===== config.mk =====
export PLATFORM = sky130hd
export DESIGN_NAME = dma_controller
export DESIGN_NICKNAME = d
export VERILOG_FILES = /design/src/rtl/dma_controller.sv
export SDC_FILE = /design/constraint.sdc
export NUM_CORES = 1
export LEC_CHECK = 0
export ABC_AREA = 1
export CORE_MARGIN = 2
export CORE_UTILIZATION = 40
export CTS_CLUSTER_SIZE = 28
export DETAILED_ROUTE_END_ITERATION = 8
export GPL_TIMING_DRIVEN = 0
export HOLD_SLACK_MARGIN = 0.08
export PLACE_DENSITY = 0.69
export SLEW_MARGIN = 10
export SYNTH_ARGS = -nofsm -noshare
export SYNTH_HDL_FRONTEND = slang
export SYNTH_SLANG_ARGS = --single-unit

===== constraint.sdc =====
create_clock -name clk -period 4.2 [get_ports clk]
set_clock_uncertainty 0.15 [all_clocks]
set_input_delay 0.63 -clock clk [delete_from_list [all_inputs] [get_ports clk]]
set_output_delay 0.63 -clock clk [all_outputs]
set_load 0.05 [all_outputs]

===== src/rtl/dma_controller.sv =====
// Bus-master DMA engine that requests the bus with BR/BG, copies LENGTH device words into memory and pulses dma_end.
// Optional build macro DMA_BURST_RELEASE_EN: BR is released for one cycle between BURST-word blocks.
module dma_controller #(
  parameter int unsigned WORD_SIZE = 16,
  parameter int unsigned LENGTH    = 12,
  parameter int unsigned BURST     = 4
) (
  input  logic                 clk,
  input  logic                 reset_n,
  input  logic                 cmd_valid,
  input  logic [WORD_SIZE-1:0] cmd_addr,
  output logic                 busy,
  output logic                 BR,
  input  logic                 BG,
  output logic [3:0]           dev_idx,
  input  logic [WORD_SIZE-1:0] dev_data,
  output logic                 mem_write,
  output logic [WORD_SIZE-1:0] mem_addr,
  output logic [WORD_SIZE-1:0] mem_data,
  input  logic                 mem_ack,
  output logic [3:0]           dma_state,
  output logic                 dma_end
);

`ifdef DMA_BURST_RELEASE_EN
  typedef enum logic [2:0] {ST_IDLE, ST_REQUEST, ST_WRITE, ST_DONE, ST_RELEASE} state_e;
`else
  typedef enum logic [1:0] {ST_IDLE, ST_REQUEST, ST_WRITE, ST_DONE} state_e;
`endif

  localparam logic [3:0] LAST_IDX = 4'(LENGTH - 1);

  state_e               state_q, state_d;
  logic [WORD_SIZE-1:0] base_q, base_d;
  logic [WORD_SIZE-1:0] mem_addr_q, mem_addr_d;
  logic [WORD_SIZE-1:0] mem_data_q, mem_data_d;
  logic [3:0]           cnt_q, cnt_d;
  logic                 busy_q, busy_d;
  logic                 br_q, br_d;
  logic                 mem_write_q, mem_write_d;
  logic                 dma_end_q, dma_end_d;
  logic                 issue;

`ifdef DMA_BURST_RELEASE_EN
  logic block_end;
  assign block_end = ((32'(cnt_q) + 32'd1) % BURST) == 32'd0;
`endif

  always_comb begin
    state_d     = state_q;
    base_d      = base_q;
    cnt_d       = cnt_q;
    busy_d      = busy_q;
    br_d        = br_q;
    mem_write_d = mem_write_q;
    mem_addr_d  = mem_addr_q;
    mem_data_d  = mem_data_q;
    dma_end_d   = 1'b0;
    issue       = 1'b0;

    case (state_q)
      ST_IDLE: begin
        if (cmd_valid) begin
          base_d  = cmd_addr;
          cnt_d   = '0;
          br_d    = 1'b1;
          busy_d  = 1'b1;
          state_d = ST_REQUEST;
        end
      end
      ST_REQUEST: begin
        if (BG) begin
          issue   = 1'b1;
          state_d = ST_WRITE;
        end
      end
      ST_WRITE: begin
        // A write already on the bus is always completed; new writes need BG.
        if (mem_write_q) begin
          if (mem_ack) begin
            mem_write_d = 1'b0;
            if (cnt_q == LAST_IDX) begin
              cnt_d     = '0;
              br_d      = 1'b0;
              busy_d    = 1'b0;
              dma_end_d = 1'b1;
              state_d   = ST_DONE;
            end
`ifdef DMA_BURST_RELEASE_EN
            else if (block_end) begin
              cnt_d   = cnt_q + 4'd1;
              br_d    = 1'b0;
              state_d = ST_RELEASE;
            end
`endif
            else begin
              cnt_d = cnt_q + 4'd1;
            end
          end
        end else if (BG) begin
          issue = 1'b1;
        end
      end
      ST_DONE: begin
        state_d = ST_IDLE;
      end
`ifdef DMA_BURST_RELEASE_EN
      ST_RELEASE: begin
        br_d    = 1'b1;
        state_d = ST_REQUEST;
      end
`endif
      default: begin
        state_d = ST_IDLE;
      end
    endcase

    // dev_idx already points at the word being issued, so dev_data is valid here.
    if (issue) begin
      mem_write_d = 1'b1;
      mem_addr_d  = base_q + WORD_SIZE'(cnt_q);
      mem_data_d  = dev_data;
    end
  end

  always_ff @(posedge clk or negedge reset_n) begin
    if (!reset_n) begin
      state_q     <= ST_IDLE;
      base_q      <= '0;
      cnt_q       <= '0;
      busy_q      <= 1'b0;
      br_q        <= 1'b0;
      mem_write_q <= 1'b0;
      mem_addr_q  <= '0;
      mem_data_q  <= '0;
      dma_end_q   <= 1'b0;
    end else begin
      state_q     <= state_d;
      base_q      <= base_d;
      cnt_q       <= cnt_d;
      busy_q      <= busy_d;
      br_q        <= br_d;
      mem_write_q <= mem_write_d;
      mem_addr_q  <= mem_addr_d;
      mem_data_q  <= mem_data_d;
      dma_end_q   <= dma_end_d;
    end
  end

  assign busy      = busy_q;
  assign BR        = br_q;
  assign mem_write = mem_write_q;
  assign mem_addr  = mem_addr_q;
  assign mem_data  = mem_data_q;
  assign dma_end   = dma_end_q;
  assign dev_idx   = cnt_q;
  assign dma_state = cnt_q;

endmodule


==> reports/results.tsv, run 1 <==
stage	metric	value	unit
synthesis	synth-edff-count	0	
synthesis	synth-async-reset-ratio	100	%
synthesis	yosysTopAreaCell	dfrtp_1	
critical_path	worstPathMaxFanout	7	
clock_network	postCtsSetupRepairBufs	0	
synthesis	syn_nets	380	
detailed_routing	drc_errors	0	
finish	diodes	0	
finish	design_area	3950	um^2
synthesis	synth_area_leaders	dfrtp_1 50%, nand2_1 16%, nand3_1 5.1%	
placed_design	dp_hpwl	4.65	mm
synthesis	synth_commonest_cells	123 x nand2_1, 57 x dfrtp_1, 29 x nand3_1	
sta	setup_viol	0	
detailed_routing	via_per_inst	4.60	
clock_network	ctsResizeCount	0	
synthesis	synth_top_area_share	50.0	%
finish	seqCellArea	1430	um^2
hold_path	hold_path.class	in -> async	
sta	setup-tns-final	0	ns
clock_network	cts_root_buffer	clkbuf_8	
grt	antenna_found_initial	0	
finish	fillers	648	
sta	timing.final.crit_share	61.3	%
sta	period_minus_slack	2.57	ns
power_and_ir_drop	leakagePower	1.94	nW
finish	syn2layout_area_growth	38.5	%
clock_network	cts_hold_repair.buffers	0	
synthesis	ys.flop_type	dfrtp_1	
synthesis	yosys_warnings	0	
clock_network	clockBufferDepth	2	
grt	grt_pass1_vias	2281	
placed_design	gp_congestion	0.887	
power_and_ir_drop	clkPwrFrac	13.8	%
finish	drive_gt1_share	10.7	%
sta	setup_ws	1.63	ns
grt	grt_overflow_total	0	
clock_network	clk_pin_slew	0.06	ns
sta	max_freq	0.389	GHz
critical_path	end_kind	output port	
sta	worst_slew_pin_slew	0.725	ns
clock_network	cts.htree.levels	3	
synthesis	synth_cell_type_count	34	
flow_run	drv_cap	0	
power_and_ir_drop	p_int	0.00174	W
detailed_routing	drtIter0Drc	126	
power_and_ir_drop	power.density	850	nW/um^2
critical_path	cp.arrival	1.79	ns
critical_path	crit_required	3.42	ns
power_and_ir_drop	power_switching	0.00162	W
clock_network	cts_sinks	57	
sta	hold_viol	0	
detailed_routing	antenna_left	0	
detailed_routing	firstDrtPassIters	4	
synthesis	seq_area_frac_synth	50.0	%
grt	track_usage	17.5	%
placed_design	io_buffer_count	80	
clock_network	cts_tree	built	
clock_network	cts_buffers	9	
critical_path	critPathLaunchType	flop	
clock_network	clock_latency	0.33	ns
power_and_ir_drop	swShare	48.2	%
sta	slew_headroom	51.7	%
power_and_ir_drop	seqPwrFrac	29.6	%
die	start_util	41.7	%
placed_design	dpl_cell_area	3770	um^2
grt	grt_max_degree	58	
detailed_routing	num_vias	2412	
sta	maxSlewViolCount	0	
finish	nNetsFinal	471	
sta	grt_setup_unrepaired	false	
power_and_ir_drop	pwr-share-comb	56.5	%
grt	grt_pass1_wl	10.5	mm
synthesis	syn_area_per_cell	8.56	um^2
placed_design	place_ws	1.93	ns
detailed_routing	wl	6.28	mm
die	core	6830	um^2
power_and_ir_drop	peakVddDrop	376	uV
synthesis	syn_area	2850	um^2
die	die_width	88.4	um
critical_path	crit_type	reg -> out	
die	top_level_ports	81	
synthesis	synthCells	333	
synthesis	synth-seq-cells	57	
finish	multiInputGateArea	1190	um^2
synthesis	yosysMostFrequentCell	nand2_1	
die	dieArea	7820	um^2
outcome	status	finished clean	
detailed_routing	wl_per_cell	12.0	um
die	fp-row-count	30	
die	fp.dieH	88.4	um
cell type report:
cell class / count / area share [%]
Clock buffer: 12 / 4.18
Timing Repair Buffer: 80 / 20.2
Tap cell: 96 / 3.04
Clock inverter: 3 / 0.380
Buffer: 14 / 3.07
Inverter: 30 / 2.91
Sequential cell: 57 / 36.1
Multi-Input combinational cell: 232 / 30.1
critical path: stages (launching register included):
cell and delay, ns:
dfrtp_1 0.51, buf_4 0.16, clkdlybuf4s50_1 0.78
cell usage in the layout, fill, tap and decap left out, drive strengths merged, types with 2 or more instances in the layout:
master	count
inv	30
o21ai	10
clkinv	3
nand3b	2
nand2	124
o21bai	2
a31oi	2
nand4	3
a21oi	9
nor3	2
clkdlybuf4s50	79
nor2	23
nand3	29
dfrtp	57
xnor2	2
buf	14
clkbuf	13
ha	9
mux2	8
xor2	2
layer usage:
metal / part of all wire, % / track usage, % / wire length (um) / vias to the layer above
li1: - / - / - / 1238
met1: 48 / 23.1 / 2990 / 1112
met2: 46 / 27.4 / 2890 / 53
met3: 5.0 / 4.29 / 312 / 9
met4: 1.6 / 7.99 / 98 / 0
met5: 0 / 0 / 0 / -
cells by family after synthesis:
logic type                 count (synthesis)  synth area share [%]
xor gates and xnor gates                   4                  1.23
adders and majority gates                 10                  4.65
AOI/OAI and AO/OA                         25                  5.27
muxes                                      9                  3.51
buffers and inverters                     44                  8.29
and+or+nand+nor                          184                  27.0
DFF                                       57                  50.0
stage by stage:
step / utilization (%) / hold WS (ns) / power [W] / cells
floorplan: - / 0.184 / 0.00232 / 333
global placement: 55.2 / 0.303 / 0.00289 / 509
detailed placement: 55.2 / 0.308 / 0.00292 / 509
CTS: 57.8 / 0.232 / 0.00340 / 524
global route: 57.8 / 0.268 / 0.00359 / 524
finish: 57.8 / 0.193 / 0.00336 / 524
registers in the layout, indices dropped and copies added, names as in the netlist:
signal and cells:
base_q 16, mem_addr 16, mem_data 16, dev_idx 4, state_q 2, BR 1, dma_end 1, mem_write 1
power groups by stage:
| stage | combinational [W] | sequential (W) | clock, W |
|---|---|---|---|
| CTS | 0.00192 | 0.000995 | 0.000480 |
| finish | 0.00190 | 0.000996 | 0.000464 |
| floorplan | 0.000792 | 0.00153 | 0 |
| global placement | 0.00189 | 0.000992 | 0 |
| detailed placement | 0.00192 | 0.00100 | 0 |
| global route | 0.00207 | 0.00103 | 0.000498 |
worst paths after layout:
check / startpoint / to / slack [ns] / cells after the start
min in group clk: mem_data[6] / mem_data[6] / 0.32 / 2
setup reg to reg: dev_idx[0] / mem_addr[14] / 2.03 / 10
hold reg to reg: mem_data[6] / mem_data[6] / 0.32 / 2
setup / recovery: dev_idx[1] / dma_state[1] / 1.63 / 2
hold / removal: reset_n / state_q[0] / 0.19 / 1
max in group asynchronous: reset_n / base_q[2] / 3.21 / 1
No activity file was read; power rests on OpenSTA's default activity.
==> inputs of run 2 (changes only) <==
Settings changed: PLACE_DENSITY 0.69 to 0.72.
Clock period 4.2 ns to 2.1 ns, I/O delays scaled along.
==> run 2 against run 1 <==
Sequential share of layout area shrank 0.24 points. Worst hold slack gained 0.13 ns. Design area increased by 0.76%. Via count grew 0.12%. Final cell count grew 0.38%. Largest power group unchanged.
==> reports/results.tsv, run 2 (same netlist as run 1, synthesis figures left out) <==
stage	metric	value	unit	change
finish	nNetsFinal	474		+0.64%
detailed_routing	num_vias	2415		+0.12%
clock_network	cts_root_buffer	clkbuf_8		
grt	antenna_found_initial	0		unchanged
placed_design	dp_hpwl	4.64	mm	-0.24%
sta	setup-tns-final	0	ns	unchanged
sta	max_freq	0.483	GHz	
detailed_routing	wl_per_cell	11.9	um	-0.70%
critical_path	crit_cells	2		unchanged
power_and_ir_drop	swShare	48.0	%	-0.23 points
power_and_ir_drop	p_int	0.00353	W	+100%
grt	grt_max_degree	58		unchanged
die	fp.dieH	88.4	um	unchanged
detailed_routing	antenna_left	0		unchanged
critical_path	critical_path_buf_inv_count	2		unchanged
critical_path	crit_type	reg -> out		
clock_network	cts.htree.levels	3		unchanged
power_and_ir_drop	leakagePower	1.99	nW	+2.4%
clock_network	cts_buffers	9		unchanged
grt	grt_pass1_vias	2312		+1.4%
die	dieArea	7820	um^2	unchanged
hold_path	hold_path.class	reg -> reg		
critical_path	critPathLaunchType	flop		
power_and_ir_drop	power_switching	0.00325	W	+100%
die	top_level_ports	81		unchanged
finish	layout_commonest_cell	nand2_1		
finish	syn2layout_area_growth	39.6	%	
die	core	6830	um^2	unchanged
power_and_ir_drop	total_power	0.00678	W	+100%
power_and_ir_drop	seqPwrFrac	29.3	%	-0.3 points
finish	mostFrequentLayoutCells	123 x nand2_1, 72 x clkdlybuf4s50_1, 56 x dfrtp_1, 28 x inv_1, 28 x nand3_1		
critical_path	crit_family	buffers and inverters		
clock_network	clockBufferDepth	2		unchanged
critical_path	worstPathMaxFanout	3		-4
outcome	status	finished clean		
power_and_ir_drop	clkPwrFrac	14.4	%	+0.6 points
placed_design	dp.cells	509		unchanged
detailed_routing	drc_errors	0		unchanged
critical_path	cp.arrival	1.60	ns	-0.19 ns
die	fp-row-count	30		unchanged
clock_network	clk_pin_slew	0.06	ns	about the same
sta	maxSlewViolCount	0		unchanged
grt	track_usage	17.3	%	-0.27 points
grt	grt_overflow_total	0		unchanged
detailed_routing	drtIter0Drc	91		-28%
sta	setup_viol	0		unchanged
placed_design	io_buffer_count	80		unchanged
grt	grt_pass1_wl	10.4	mm	-0.73%
flow_run	drv_cap	0		unchanged
clock_network	clock_latency	0.33	ns	about the same
sta	hold_viol	0		unchanged
clock_network	cts_sinks	57		unchanged
detailed_routing	firstDrtPassIters	4		unchanged
die	die_width	88.4	um	unchanged
critical_path	slowest_delay	0.79	ns	about the same
finish	diodes	0		unchanged
die	start_util	41.7	%	unchanged
sta	worst_slew_pin_slew	0.696	ns	-0.0288 ns
finish	drive_gt1_share	11.9	%	+1.1 points
hold_path	hold_depth	2		
critical_path	cp_slowest_cell	clkdlybuf4s50_1		
sta	slew_headroom	53.6	%	+1.9 points
critical_path	crit_chain	buf_4 > clkdlybuf4s50_1		
power_and_ir_drop	power.density	1700	nW/um^2	+100%
critical_path	r2r_cells	9		-1
sta	period_minus_slack	2.07	ns	
finish	final_cells	526		+0.38%
critical_path	end_kind	output port		
sta	grt_setup_unrepaired	false		
detailed_routing	wl	6.26	mm	-0.32%
placed_design	gp_congestion	0.843		-5.0%
sta	timing.final.crit_share	98.5	%	
clock_network	cts_tree	built		
power_and_ir_drop	peakVddDrop	765	uV	+100%
detailed_routing	via_per_inst	4.59		-0.26%
power_and_ir_drop	pwr-share-comb	56.3	%	-0.2 points
critical_path	crit_required	1.63	ns	-1.79 ns
[run 2: cell type report]
cell class	instances	area (um^2)
sequential	57	1430
fill	652	2850
inverter	30	115
timing repair buffer	83	815
buffer	14	121
clock inverter	4	45.0
clock buffer	10	138
tap	96	120
multi-input combinational	232	1200
[run 2: timing repair]
action,CTS,global route
endpoints found under the hold margin,57,0
setup endpoints to repair,8,5
setup buffers,1,1
gates resized for setup,8,2
pin swaps,1,1
hold buffers,1,0
[run 2: worst paths after layout]
check	start	endpoint	slack, ns
setup / recovery	BR	busy	0.03
hold / removal	mem_data[2]	mem_data[2]	0.32
setup reg to reg	dev_idx[0]	mem_addr[10]	0.16
hold reg to reg	mem_data[2]	mem_data[2]	0.32
max in group asynchronous	reset_n	dev_idx[0]	0.86
min in group asynchronous	reset_n	mem_data[4]	0.45
[run 2: metrics by stage]
| stage | instance area [um^2] | worst slack, ns | utilization, % | hold slack [ns] |
|---|---|---|---|---|
| 2_1_floorplan | 2850 | 0.0427 | - | -0.131 |
| 3_3_place_gp | 3770 | -1.42 | 55.2 | 0.303 |
| 3_5_place_dp | 3770 | -0.0317 | 55.2 | 0.270 |
| 4_1_cts | 3970 | 0.0148 | 58.0 | 0.324 |
| 5_1_grt | 3980 | 0.000812 | 58.3 | 0.337 |
| 6_report | 3980 | 0.0306 | 58.3 | 0.320 |
[run 2: worst min-delay path: cells and delay by family (launching register included)]
family / cells / cell delay, ns
DFF: 1 / 0.34
and+or+nand+nor: 2 / 0.10
[run 2: per-layer routing]
metal	vias to the layer above	global-route usage, %	part of all wire [%]
li1	1242	-	-
met1	1102	22.6	47
met2	60	28.1	45
met3	11	3.26	5.7
met4	0	7.30	1.8
met5	-	0	0
[run 2: power by group through the flow]
stage / registers (W) / logic, W / clock network [W]
floorplan: 0.00306 / 0.00158 / 0
global placement: 0.00199 / 0.00379 / 0
detailed placement: 0.00201 / 0.00384 / 0
CTS: 0.00199 / 0.00383 / 0.000994
global route: 0.00206 / 0.00417 / 0.00104
finish: 0.00199 / 0.00382 / 0.000977
